**config.mk**
```make
export PLATFORM = sky130hd
export DESIGN_NAME = fp_divider_seq
export DESIGN_NICKNAME = d
export VERILOG_FILES = /design/src/rtl/fp_pkg.sv /design/src/rtl/fp_round.sv /design/src/rtl/fp_divider_seq.sv
export SDC_FILE = /design/constraint.sdc
export NUM_CORES = 1
export LEC_CHECK = 0
export CAP_MARGIN = 20
export CELL_PAD_IN_SITES_DETAIL_PLACEMENT = 1
export CELL_PAD_IN_SITES_GLOBAL_PLACEMENT = 1
export CORE_ASPECT_RATIO = 0.5
export CORE_MARGIN = 3
export CORE_UTILIZATION = 50
export CTS_CLUSTER_SIZE = 8
export DETAILED_ROUTE_END_ITERATION = 6
export HOLD_SLACK_MARGIN = 0.03
export PLACE_DENSITY = 0.83
export SYNTH_ARGS = -nofsm -noshare
export SYNTH_HDL_FRONTEND = slang
export SYNTH_SLANG_ARGS = --single-unit
```
**constraint.sdc**
```tcl
create_clock -name clk_i -period 24 [get_ports clk_i]
set_clock_uncertainty 0.15 [all_clocks]
set_input_delay 4.8 -clock clk_i [delete_from_list [all_inputs] [get_ports clk_i]]
set_output_delay 4.8 -clock clk_i [all_outputs]
set_load 0.005 [all_outputs]
```
**src/rtl/fp_pkg.sv**
```systemverilog
// Shared FPU types and helpers for the adder, multiplier and divider datapaths.
// Width-generic helpers work on 64-bit containers; callers slice to their word width.
package fp_pkg;

  typedef enum logic [2:0] {
    RNE = 3'd0,
    RTZ = 3'd1,
    RUP = 3'd2,
    RDN = 3'd3,
    RNA = 3'd4
  } round_t;

  typedef enum logic [2:0] {
    ZERO = 3'd0,
    SUB  = 3'd1,
    NORM = 3'd2,
    INF  = 3'd3,
    NAN  = 3'd4
  } fp_class_t;

  typedef struct packed {
    logic invalid;
    logic div_by_zero;
    logic overflow;
    logic underflow;
    logic inexact;
  } fp_flags_t;

  function automatic fp_class_t fp_classify(input logic [63:0] e, input logic [63:0] f,
                                            input int exp_w);
    logic [63:0] ones;
    ones = (64'd1 << exp_w) - 64'd1;
    if (e == 64'd0) return (f == 64'd0) ? ZERO : SUB;
    if (e == ones)  return (f == 64'd0) ? INF : NAN;
    return NORM;
  endfunction

  function automatic logic [63:0] fp_qnan(input int exp_w, input int frac_w);
    return (((64'd1 << exp_w) - 64'd1) << frac_w) | (64'd1 << (frac_w - 1));
  endfunction

  function automatic logic [63:0] fp_max_finite(input int exp_w, input int frac_w);
    return (((64'd1 << exp_w) - 64'd2) << frac_w) | ((64'd1 << frac_w) - 64'd1);
  endfunction

endpackage

```
**src/rtl/fp_round.sv**
```systemverilog
// Combinational rounder/packer: rounding, overflow saturation and underflow handling.
// FP_DIV_SUBNORMAL_EN selects gradual underflow; otherwise tiny results flush to zero.
module fp_round
  import fp_pkg::*;
#(
  parameter int EXP_W  = 8,
  parameter int FRAC_W = 23
) (
  input  logic                    sign,
  input  logic signed [EXP_W+1:0] exp_b,
  input  logic [FRAC_W:0]         mant,
  input  logic                    guard,
  input  logic                    sticky,
  input  round_t                  mode,
  output logic [EXP_W+FRAC_W:0]   z,
  output logic                    overflow,
  output logic                    underflow,
  output logic                    inexact
);
  localparam int W = 1 + EXP_W + FRAC_W;
  localparam logic [63:0] MAXF = fp_max_finite(EXP_W, FRAC_W);
  localparam logic signed [EXP_W+1:0] ZERO_S = '0;
  localparam logic signed [EXP_W+1:0] ONE_S  = {{(EXP_W+1){1'b0}}, 1'b1};
  localparam logic signed [EXP_W+1:0] EMAX_S = {2'b00, {EXP_W{1'b1}}};

  logic                    tiny, g_r, s_r, inc, max_sel;
  logic [FRAC_W:0]         m_r;
  logic [FRAC_W+1:0]       mr;
  logic signed [EXP_W+1:0] exp_r;
`ifdef FP_DIV_SUBNORMAL_EN
  logic [2*FRAC_W+3:0]     wide;
  logic signed [EXP_W+1:0] sh_s;
  int                      sh;
`endif

  always_comb begin
    tiny = (exp_b <= ZERO_S);
    m_r  = mant;
    g_r  = guard;
    s_r  = sticky;
`ifdef FP_DIV_SUBNORMAL_EN
    // denormalise: shift right by 1-exp, everything shifted past guard lands in sticky
    sh_s = ONE_S - exp_b;
    sh   = tiny ? int'(sh_s) : 0;
    if (sh > FRAC_W + 3) sh = FRAC_W + 3;
    wide = {mant, guard, {(FRAC_W+2){1'b0}}} >> sh;
    if (tiny) begin
      m_r = wide[2*FRAC_W+3 -: FRAC_W+1];
      g_r = wide[FRAC_W+2];
      s_r = sticky | (|wide[FRAC_W+1:0]);
    end
`endif
    case (mode)
      RTZ:     inc = 1'b0;
      RUP:     inc = ~sign & (g_r | s_r);
      RDN:     inc = sign & (g_r | s_r);
      RNA:     inc = g_r;
      default: inc = g_r & (s_r | m_r[0]);
    endcase
    mr = {1'b0, m_r} + {{(FRAC_W+1){1'b0}}, inc};
    // integer part of the rounded significand is 1 or 2; a 2 bumps the exponent
    exp_r = exp_b - ONE_S + $signed({{EXP_W{1'b0}}, mr[FRAC_W+1:FRAC_W]});
    max_sel   = (mode == RTZ) || (mode == RUP && sign) || (mode == RDN && !sign);
    inexact   = g_r | s_r;
    overflow  = 1'b0;
    underflow = 1'b0;
    if (tiny) begin
`ifdef FP_DIV_SUBNORMAL_EN
      z         = {sign, {(EXP_W-1){1'b0}}, mr[FRAC_W], mr[FRAC_W-1:0]};
      underflow = g_r | s_r;
`else
      z         = {sign, {(W-1){1'b0}}};
      underflow = 1'b1;
      inexact   = 1'b1;
`endif
    end else if (exp_r >= EMAX_S) begin
      overflow = 1'b1;
      inexact  = 1'b1;
      z = max_sel ? {sign, MAXF[W-2:0]} : {sign, {EXP_W{1'b1}}, {FRAC_W{1'b0}}};
    end else begin
      z = {sign, exp_r[EXP_W-1:0], mr[FRAC_W-1:0]};
    end
  end

endmodule

```
**src/rtl/fp_divider_seq.sv**
```systemverilog
// Sequential IEEE-754 divider, radix-2 non-restoring recurrence, one quotient bit per cycle.
// FP_DIV_SUBNORMAL_EN enables subnormal operands and gradual underflow.
module fp_divider_seq
  import fp_pkg::*;
#(
  parameter int EXP_W  = 8,
  parameter int FRAC_W = 23
) (
  input  logic                  clk_i,
  input  logic                  rst_i,
  input  logic                  data_ready_i,
  input  round_t                rounding_mode_i,
  input  logic [EXP_W+FRAC_W:0] x_i,
  input  logic [EXP_W+FRAC_W:0] y_i,
  output logic                  busy_o,
  output logic                  data_valid_o,
  output logic [EXP_W+FRAC_W:0] z_o,
  output logic                  except_invalid_operation_o,
  output logic                  except_div_by_zero_o,
  output logic                  except_overflow_o,
  output logic                  except_underflow_o,
  output logic                  except_inexact_o
);
  localparam int W  = 1 + EXP_W + FRAC_W;
  localparam int QW = FRAC_W + 3;
  localparam int CW = $clog2(QW);
  localparam logic [2:0] S_IDLE = 3'd0, S_UNPACK = 3'd1, S_DIVIDE = 3'd2, S_ROUND = 3'd3,
                         S_DONE = 3'd4;
  localparam logic [CW-1:0] CNT_LAST = CW'(QW - 1);
  localparam logic signed [EXP_W+1:0] BIAS_S = {3'b000, {(EXP_W-1){1'b1}}};
  localparam logic signed [EXP_W+1:0] ONE_S  = {{(EXP_W+1){1'b0}}, 1'b1};
  localparam logic [63:0] QNAN64 = fp_qnan(EXP_W, FRAC_W);

  logic [2:0]              state;
  logic [W-1:0]            x_q, y_q, res_z;
  round_t                  mode_q;
  logic signed [EXP_W+1:0] exp_q;
  logic [FRAC_W:0]         my_q;
  logic signed [QW-1:0]    rem_q;
  logic [QW-1:0]           quo_q;
  logic [CW-1:0]           cnt_q;
  fp_flags_t               res_flags, flags_q;

  logic                    sgn, sp_hit;
  logic [EXP_W-1:0]        xe, ye;
  logic [FRAC_W-1:0]       xf, yf;
  fp_class_t               cx, cy;
  logic [W-1:0]            sp_z;
  fp_flags_t               sp_flags;
  logic [FRAC_W:0]         mx, my;
  logic signed [EXP_W+1:0] ex, ey;

`ifdef FP_DIV_SUBNORMAL_EN
  function automatic int lzc(input logic [FRAC_W-1:0] f);
    int n;
    n = FRAC_W;
    for (int i = 0; i < FRAC_W; i++) if (f[i]) n = FRAC_W - 1 - i;
    return n;
  endfunction
`endif

  always_comb begin
    sgn = x_q[W-1] ^ y_q[W-1];
    xe  = x_q[W-2:FRAC_W];
    ye  = y_q[W-2:FRAC_W];
    xf  = x_q[FRAC_W-1:0];
    yf  = y_q[FRAC_W-1:0];
    cx  = fp_classify(64'(xe), 64'(xf), EXP_W);
    cy  = fp_classify(64'(ye), 64'(yf), EXP_W);
    mx  = {1'b1, xf};
    my  = {1'b1, yf};
    ex  = $signed({2'b00, xe});
    ey  = $signed({2'b00, ye});
`ifdef FP_DIV_SUBNORMAL_EN
    // subnormal: shift the leading one into the hidden position, exponent becomes -lz
    if (cx == SUB) begin
      mx = {1'b0, xf} << (lzc(xf) + 1);
      ex = (EXP_W+2)'(-lzc(xf));
    end
    if (cy == SUB) begin
      my = {1'b0, yf} << (lzc(yf) + 1);
      ey = (EXP_W+2)'(-lzc(yf));
    end
`else
    if (cx == SUB) cx = ZERO;
    if (cy == SUB) cy = ZERO;
`endif
    sp_hit   = 1'b1;
    sp_flags = '0;
    sp_z     = {sgn, {(W-1){1'b0}}};
    if (cx == NAN || cy == NAN || (cx == ZERO && cy == ZERO) || (cx == INF && cy == INF)) begin
      sp_z             = QNAN64[W-1:0];
      sp_flags.invalid = 1'b1;
    end else if (cy == ZERO && cx != INF) begin
      sp_z                 = {sgn, {EXP_W{1'b1}}, {FRAC_W{1'b0}}};
      sp_flags.div_by_zero = 1'b1;
    end else if (cx == ZERO || cy == INF) begin
      sp_z = {sgn, {(W-1){1'b0}}};
    end else if (cx == INF) begin
      sp_z = {sgn, {EXP_W{1'b1}}, {FRAC_W{1'b0}}};
    end else begin
      sp_hit = 1'b0;
    end
  end

  logic signed [QW-1:0]    my_ext, base, rem_n, rem_fix;
  logic [QW-1:0]           quo_n;
  logic [FRAC_W:0]         rm_mant;
  logic                    rm_g, rm_s;
  logic signed [EXP_W+1:0] rm_exp;
  logic [W-1:0]            rnd_z;
  logic                    rnd_ovf, rnd_unf, rnd_inx;

  always_comb begin
    my_ext = $signed({2'b00, my_q});
    // first step works on the unshifted dividend so bit 0 is the integer quotient bit
    base   = (cnt_q == '0) ? rem_q : (rem_q <<< 1);
    rem_n  = rem_q[QW-1] ? (base + my_ext) : (base - my_ext);
    quo_n  = {quo_q[QW-2:0], ~rem_n[QW-1]};
    rem_fix = rem_q[QW-1] ? (rem_q + my_ext) : rem_q;
    if (quo_q[QW-1]) begin
      rm_mant = quo_q[QW-1:2];
      rm_g    = quo_q[1];
      rm_s    = quo_q[0] | (|rem_fix);
      rm_exp  = exp_q;
    end else begin
      rm_mant = quo_q[QW-2:1];
      rm_g    = quo_q[0];
      rm_s    = |rem_fix;
      rm_exp  = exp_q - ONE_S;
    end
  end

  fp_round #(.EXP_W(EXP_W), .FRAC_W(FRAC_W)) u_round (
    .sign      (sgn),
    .exp_b     (rm_exp),
    .mant      (rm_mant),
    .guard     (rm_g),
    .sticky    (rm_s),
    .mode      (mode_q),
    .z         (rnd_z),
    .overflow  (rnd_ovf),
    .underflow (rnd_unf),
    .inexact   (rnd_inx)
  );

  always_ff @(posedge clk_i or posedge rst_i) begin
    if (rst_i) begin
      state        <= S_IDLE;
      x_q          <= '0;
      y_q          <= '0;
      mode_q       <= RNE;
      exp_q        <= '0;
      my_q         <= '0;
      rem_q        <= '0;
      quo_q        <= '0;
      cnt_q        <= '0;
      res_z        <= '0;
      res_flags    <= '0;
      flags_q      <= '0;
      z_o          <= '0;
      data_valid_o <= 1'b0;
    end else begin
      data_valid_o <= 1'b0;
      case (state)
        S_IDLE: if (data_ready_i) begin
          x_q    <= x_i;
          y_q    <= y_i;
          mode_q <= rounding_mode_i;
          state  <= S_UNPACK;
        end
        S_UNPACK: if (sp_hit) begin
          res_z     <= sp_z;
          res_flags <= sp_flags;
          state     <= S_DONE;
        end else begin
          exp_q <= ex - ey + BIAS_S;
          my_q  <= my;
          rem_q <= $signed({2'b00, mx});
          quo_q <= '0;
          cnt_q <= '0;
          state <= S_DIVIDE;
        end
        S_DIVIDE: begin
          rem_q <= rem_n;
          quo_q <= quo_n;
          cnt_q <= cnt_q + CW'(1);
          if (cnt_q == CNT_LAST) state <= S_ROUND;
        end
        S_ROUND: begin
          res_z     <= rnd_z;
          res_flags <= {2'b00, rnd_ovf, rnd_unf, rnd_inx};
          state     <= S_DONE;
        end
        S_DONE: begin
          z_o          <= res_z;
          flags_q      <= res_flags;
          data_valid_o <= 1'b1;
          state        <= S_IDLE;
        end
        default: state <= S_IDLE;
      endcase
    end
  end

  assign busy_o                     = (state != S_IDLE);
  assign except_invalid_operation_o = flags_q.invalid;
  assign except_div_by_zero_o       = flags_q.div_by_zero;
  assign except_overflow_o          = flags_q.overflow;
  assign except_underflow_o         = flags_q.underflow;
  assign except_inexact_o           = flags_q.inexact;

endmodule

```
Word-level counts from Yosys, hierarchy flattened --
Cells that the tools add are included.
Cells by class: add/sub/neg operators 10, order comparisons 2, equality and inequality tests 22, muxes and demuxes 62, bitwise gates (word level) 10, reduce and logical (&&, ||, !) cells 29
Operator list (count):
- two-way mux 31 bit | 5
- two-way mux 26 bit | 5
- one-hot mux 26 bit (2 select lines) | 2
- two-way mux 32 bit | 2
- one-hot mux 32 bit (2 select lines) | 1
- adder 26 x 25 -> 26 bit | 2
- two-way mux 24 bit | 2
- logical NOT 23 bit | 2
- two-way mux 3 bit | 15
- OR reduction 26 bit | 1
- subtractor 26 x 25 -> 26 bit | 1
- adder 24 x 1 -> 25 bit | 1
- two-way mux 1 bit | 23
- one-hot mux 5 bit (2 select lines) | 2
- subtractor 10 x 2 -> 10 bit (second input constant) | 2
- equality test 3 x 2 -> 1 bit (second input constant) | 6
- equality test 8 bit (second input constant) | 2
- logical NOT 8 bit | 2
- equality test 3 x 1 -> 1 bit (second input constant) | 4
- equality test 3 bit (second input constant) | 4
- one-hot mux 3 bit (4 select lines) | 1
- adder 10 x 3 -> 10 bit | 1
- adder 9 x 8 -> 10 bit (second input constant) | 1
- >= comparator 10 x 9 -> 1 bit (second input constant) | 1
- other kinds (21) | 47
Storage, ports and cells: register bits 236, output and inout bits 39, word-level logic and storage cells 157

Longest topological paths before layout --
depth in word-level cells 15, gate-level depth with buffers 38, mapped depth without buffers 37

Hierarchy --
From an unflattened synthesis, not the netlist that was laid out.
Second synthesis, totals: cells, all modules 1562, area total of the unflattened synthesis 15039.4 µm²
Modules (own cells, without submodules):
- fp_divider_seq | instances 1, cells an instance 1367, area each 13553.0 µm², seq. area each 5905.7 µm²
- fp_round | instances 1, cells an instance 195, area each 1486.4 µm², seq. area each 0.0 µm²

Worst setup path after synthesis --
No wires, ideal clock.
path type reg2reg, start point register my_q[16], end point register res_z[11], library setup time 127 ps, data arrival time 7347 ps, data required time 23723 ps, path slack 16376 ps, cell stages (with the launch flop) 37, clock period less this slack 7624 ps, cells stage by stage dfrtp_1 -> ha_1 -> clkbuf_1 -> a211oi_1 -> o221ai_1 -> nor3b_1 -> o22ai_1 -> o41ai_1 -> xnor2_1 -> nand4_1 -> a221oi_2 -> a31oi_1 -> ha_1 -> ha_1 -> nand2_1 -> nor4_4 -> nand4_1 -> nor4_2 -> and3_1 -> nand4_1 -> or2_2 -> ha_1 -> inv_1 -> ha_1 -> inv_1 -> fa_1 -> nor2b_1 -> o21a_1 -> or3_1 -> nand4_1 -> nor4_1 -> o221ai_1 -> a21oi_2 -> nor3b_2 -> nand2b_1 -> buf_2 -> o21ai_0
Between the ends: cells in the longest elaborated chain, start to end 14, elaborated cells between the ends (all ways) 17
RTL lines:
- start, declared | line fp_divider_seq.sv:38 | logic [FRAC_W:0] my_q;
- start signal, assigned | line fp_divider_seq.sv:178 | my_q <= my;
- adder 26 x 25 -> 26 bit (*) | line fp_divider_seq.sv:120 | rem_fix = rem_q[QW-1] ? (rem_q + my_ext) : rem_q;
- two-way mux 26 bit (*) | line fp_divider_seq.sv:120
- OR reduction 26 bit (*) | line fp_divider_seq.sv:124, fp_divider_seq.sv:129
- OR 1 bit | line fp_divider_seq.sv:124 | rm_s = quo_q[0] | (|rem_fix);
- two-way mux 1 bit (*) | line fp_divider_seq.sv:121 | if (quo_q[QW-1]) begin
- OR 1 bit (on tied branches) | line fp_round.sv:58, fp_round.sv:55, fp_round.sv:56
- bitwise AND 1 bit (on tied branches) | line fp_round.sv:58, fp_round.sv:55, fp_round.sv:56
- one-hot mux 1 bit (4 select lines) (*) | line fp_round.sv:53 | case (mode)
- adder 24 x 1 -> 25 bit (*) | line fp_round.sv:60 | mr = {1'b0, m_r} + {{(FRAC_W+1){1'b0}}, inc};
- adder 10 x 3 -> 10 bit | line fp_round.sv:62 | exp_r = exp_b - ONE_S + $signed({{EXP_W{1'b0}}, mr[FRAC_W+1:FRAC_W]});
- >= comparator 10 x 9 -> 1 bit | line fp_round.sv:76 | end else if (exp_r >= EMAX_S) begin
- two-way mux 31 bit (*) | line fp_round.sv:76
- two-way mux 31 bit (*) | line fp_round.sv:67 | if (tiny) begin
- one-hot mux 32 bit (2 select lines) (*) | line fp_divider_seq.sv:165 | case (state)
- end signal, assigned | line fp_divider_seq.sv:173 | res_z <= sp_z;
- end signal, assigned | line fp_divider_seq.sv:191 | res_z <= rnd_z;
- end, declared | line fp_divider_seq.sv:35 | logic [W-1:0] x_q, y_q, res_z;
Mark *: on every way between the ends. The rest lies on a longest branch, timed or not. A chain may end at the register's enable or synchronous reset.

Worst setup path in the final report --
start point register my_q[0], end point register res_z[1]
The elaborated chain is that of the path after synthesis.

==> impl_metrics.csv <==
group,metric,value,unit
global_route,first_global_vias,13900,
synth,synth_cell_types,86,
setup_path,critPathRequiredTime,24200,ps
routing,totalWireLength,47.9,mm
finish,multi_input_area,0.00855,mm^2
routing,vias_per_cell,6.13,
clock_tree,cts_root_buffer,"clkbuf_16",
clock_tree,cts_resized,0,
synth,synthAdderAreaFrac,7.23,%
sta,finalSetupTns,0,ps
finish,syn2layout_area_growth,16.3,%
clock_tree,clk_latency,530,ps
clock_tree,holdBufCountCts,0,
global_route,antenna_found_initial,0,
synth,netlist_instances,1615,
setup_path,critPathMostFrequentCell,"ha_1",
setup_path,crit_type,"flop to flop",
synth,synth_compound_area_share,16.2,%
status,status,"completed",
sta,slew_headroom,36.3,%
floorplanning,fp.dieH,128,um
synth,synth_mux_area_share,10.5,%
global_route,grt_pass1_wl,76.5,mm
synth,synth-simple-area-share,17.4,%
synth,synth-main-ff-cell,"dfrtp_1",
sta,drv_slew,0,
synth,synth_top_family_by_area,"simple AND/OR/NAND/NOR gates",
setup_path,timing.rr.start,"my_q[0]",
setup_path,critPathLaunchType,"flop",
sta,final-setup-viol-count,0,
global_route,overflow,0,
synth,avgSynthCellArea,9.26,um^2
place,io_buffers,108,
sta,rsz0062_at_grt,"false",
floorplanning,dieWidth,251,um
routing,dr.pass1.iters,5,
synth,synth_xor_xnor_area_share,5.68,%
routing,drc,0,
setup_path,critPathBufInv,3,
finish,diodes,0,
synth,syn_nets,1769,
routing,drtAntennaViolNets,0,
synth,yosys.area.top_type,"dfrtp_1",
setup_path,cp-end-kind,"flop",
worst_hold_path,hold_class,"flop to flop",
synth,synth.top_cell.area_share,39.5,%
global_route,grt_max_degree,104,
finish,drive_gt1_share,12.5,%
job,drv_cap,0,
floorplanning,placementRows,44,
synth,synth_edf_count,0,
setup_path,crit_arrival,9830,ps
routing,wl_per_cell,22.8,um
sta,fmax,0.104,GHz
clock_tree,h-tree-depth,2,
setup_path,cp-startpoint,"my_q[0]",
floorplanning,coreArea,0.0292,mm^2
setup_path,crit_fanout,26,
place,globalplace.congestion,0.926,
synth,async_reset_ff_share,100,%
setup_path,critical-path-slowest-cell,"nand2b_1",
finish,regArea,0.00591,mm^2
worst_hold_path,hold_start,"y_q[6]",
floorplanning,start_util,51.1,%
floorplanning,die_area,0.0321,mm^2
setup_path,crit_family,"simple AND/OR/NAND/NOR gates",
clock_tree,clock_sinks,236,
place,dp_hpwl,34.3,mm
finish,fin_nets,1861,
floorplanning,ios,109,
synth,synth_seq_cells,236,
synth,yosys_warnings,0,
setup_path,cp_slowest_stage_delay,560,ps
synth,syn_area,0.0149,mm^2
sta,tightest_slew,944,ps
finish,fillerInstances,3259,
clock_tree,clkTransAtPathRegs,50,ps
synth,ys_seq_area_share,39.5,%
clock_tree,cts_buffers,35,
routing,num_vias,12900,
sta,post-route-min-period,9630,ps
routing,first_iter_violations,774,
clock_tree,cts_tree,"done",
sta,period_share,40.1,%
global_route,grt_use_total,29.9,%
clock_tree,cts_buffer_depth,3,
sta,hold_viol_final,0,
clock_tree,post-cts-setup-buffers,0,
synth,synth_area_leaders,"dfrtp_1, mux2_2, ha_1, nand2_1, o21ai_0",
synth,synth_commonest_cells,"dfrtp_1, nand2_1, o21ai_0",
synth,yosysMostFrequentCell,"dfrtp_1",
==> sequential cells by signal, indices dropped and copies added, names as in the netlist, 5 cells and up <==
| name | cells |
|---|---|
| quo_q | 26 |
| x_q | 32 |
| cnt_q | 5 |
| my_q | 24 |
| res_z | 32 |
| y_q | 32 |
| rem_q | 26 |
| res_flags | 5 |
| exp_q | 10 |
| z_o | 32 |
==> per-layer routing <==
layer	part of all wire, %	GRT usage [%]
met5	0	0
met1	45	38.4
met4	2.4	8.80
met2	48	52.2
met3	4.5	5.53
==> worst reg2reg max path: cells and delay by family (launching register included) <==
family                     cells  cell delay [ps]
and+or+nand+nor               15             3980
DFF                            1              430
buffers and inverters          3              360
AOI/OAI and AO/OA             11             2660
adders and majority gates      7             1870
==> area by class of cell <==
cell class                      count  area share (%)
Clock buffer                       35            5.04
Clock inverter                      3           0.338
Inverter                           67            1.49
Multi-Input combinational cell   1242            49.2
Sequential cell                   236            34.0
Tap cell                          391            2.82
Timing Repair Buffer              125            7.16
==> cells by family (layout without fill, tap and decap cells) <==
logic type / count (synthesis) / after routing
compound gates: 386 / 386
xor+xnor: 97 / 97
fa+ha+maj: 84 / 84
buf+inv: 137 / 230
flops: 236 / 236
mux: 141 / 141
simple gates: 534 / 534
==> stage by stage <==
stage,std cells,cell area (um^2),hold slack (ps),setup WS [ps],util [%]
after floorplan,1615,14900,294,12580,-
after global placement,2058,16400,312,14630,56.1
after detailed placement,2058,16400,317,14040,56.1
after CTS,2096,17300,351,13850,59.2
after global routing,2099,17400,372,13580,59.4
final,2099,17400,344,14370,59.4
==> final timing paths <==
| check | end | slack [ps] | cells after the start |
|---|---|---|---|
| max in group asynchronous | y_q[24] | 17800 | 3 |
| worst max-delay path | res_z[1] | 14370 | 36 |
| worst max register to register | res_z[1] | 14370 | 36 |
| worst min register to register | my_q[6] | 340 | 2 |
| min in group asynchronous | quo_q[10] | 4710 | 2 |
| worst min-delay path | my_q[6] | 340 | 2 |
==> cell usage in the layout (no fill, tap or decap), drive strengths merged, types with 17 or more instances in the layout <==
cell / netlist / final
nor3: 40 / 40
clkbuf: 57 / 35
nand2: 226 / 226
inv: 66 / 68
a21o: 18 / 18
dfrtp: 236 / 236
ha: 80 / 80
a21oi: 80 / 80
nor4: 34 / 34
nand3: 26 / 26
xnor2: 55 / 55
o21ai: 144 / 144
buf: 13 / 17
nand4: 17 / 17
xor2: 42 / 42
mux2: 127 / 127
nor2: 99 / 99
clkdlybuf4s50: 0 / 108
Power is left out: the tool's default activity adds up to more than one toggle a clock period on the data nets, which glitch-free logic cannot reach.
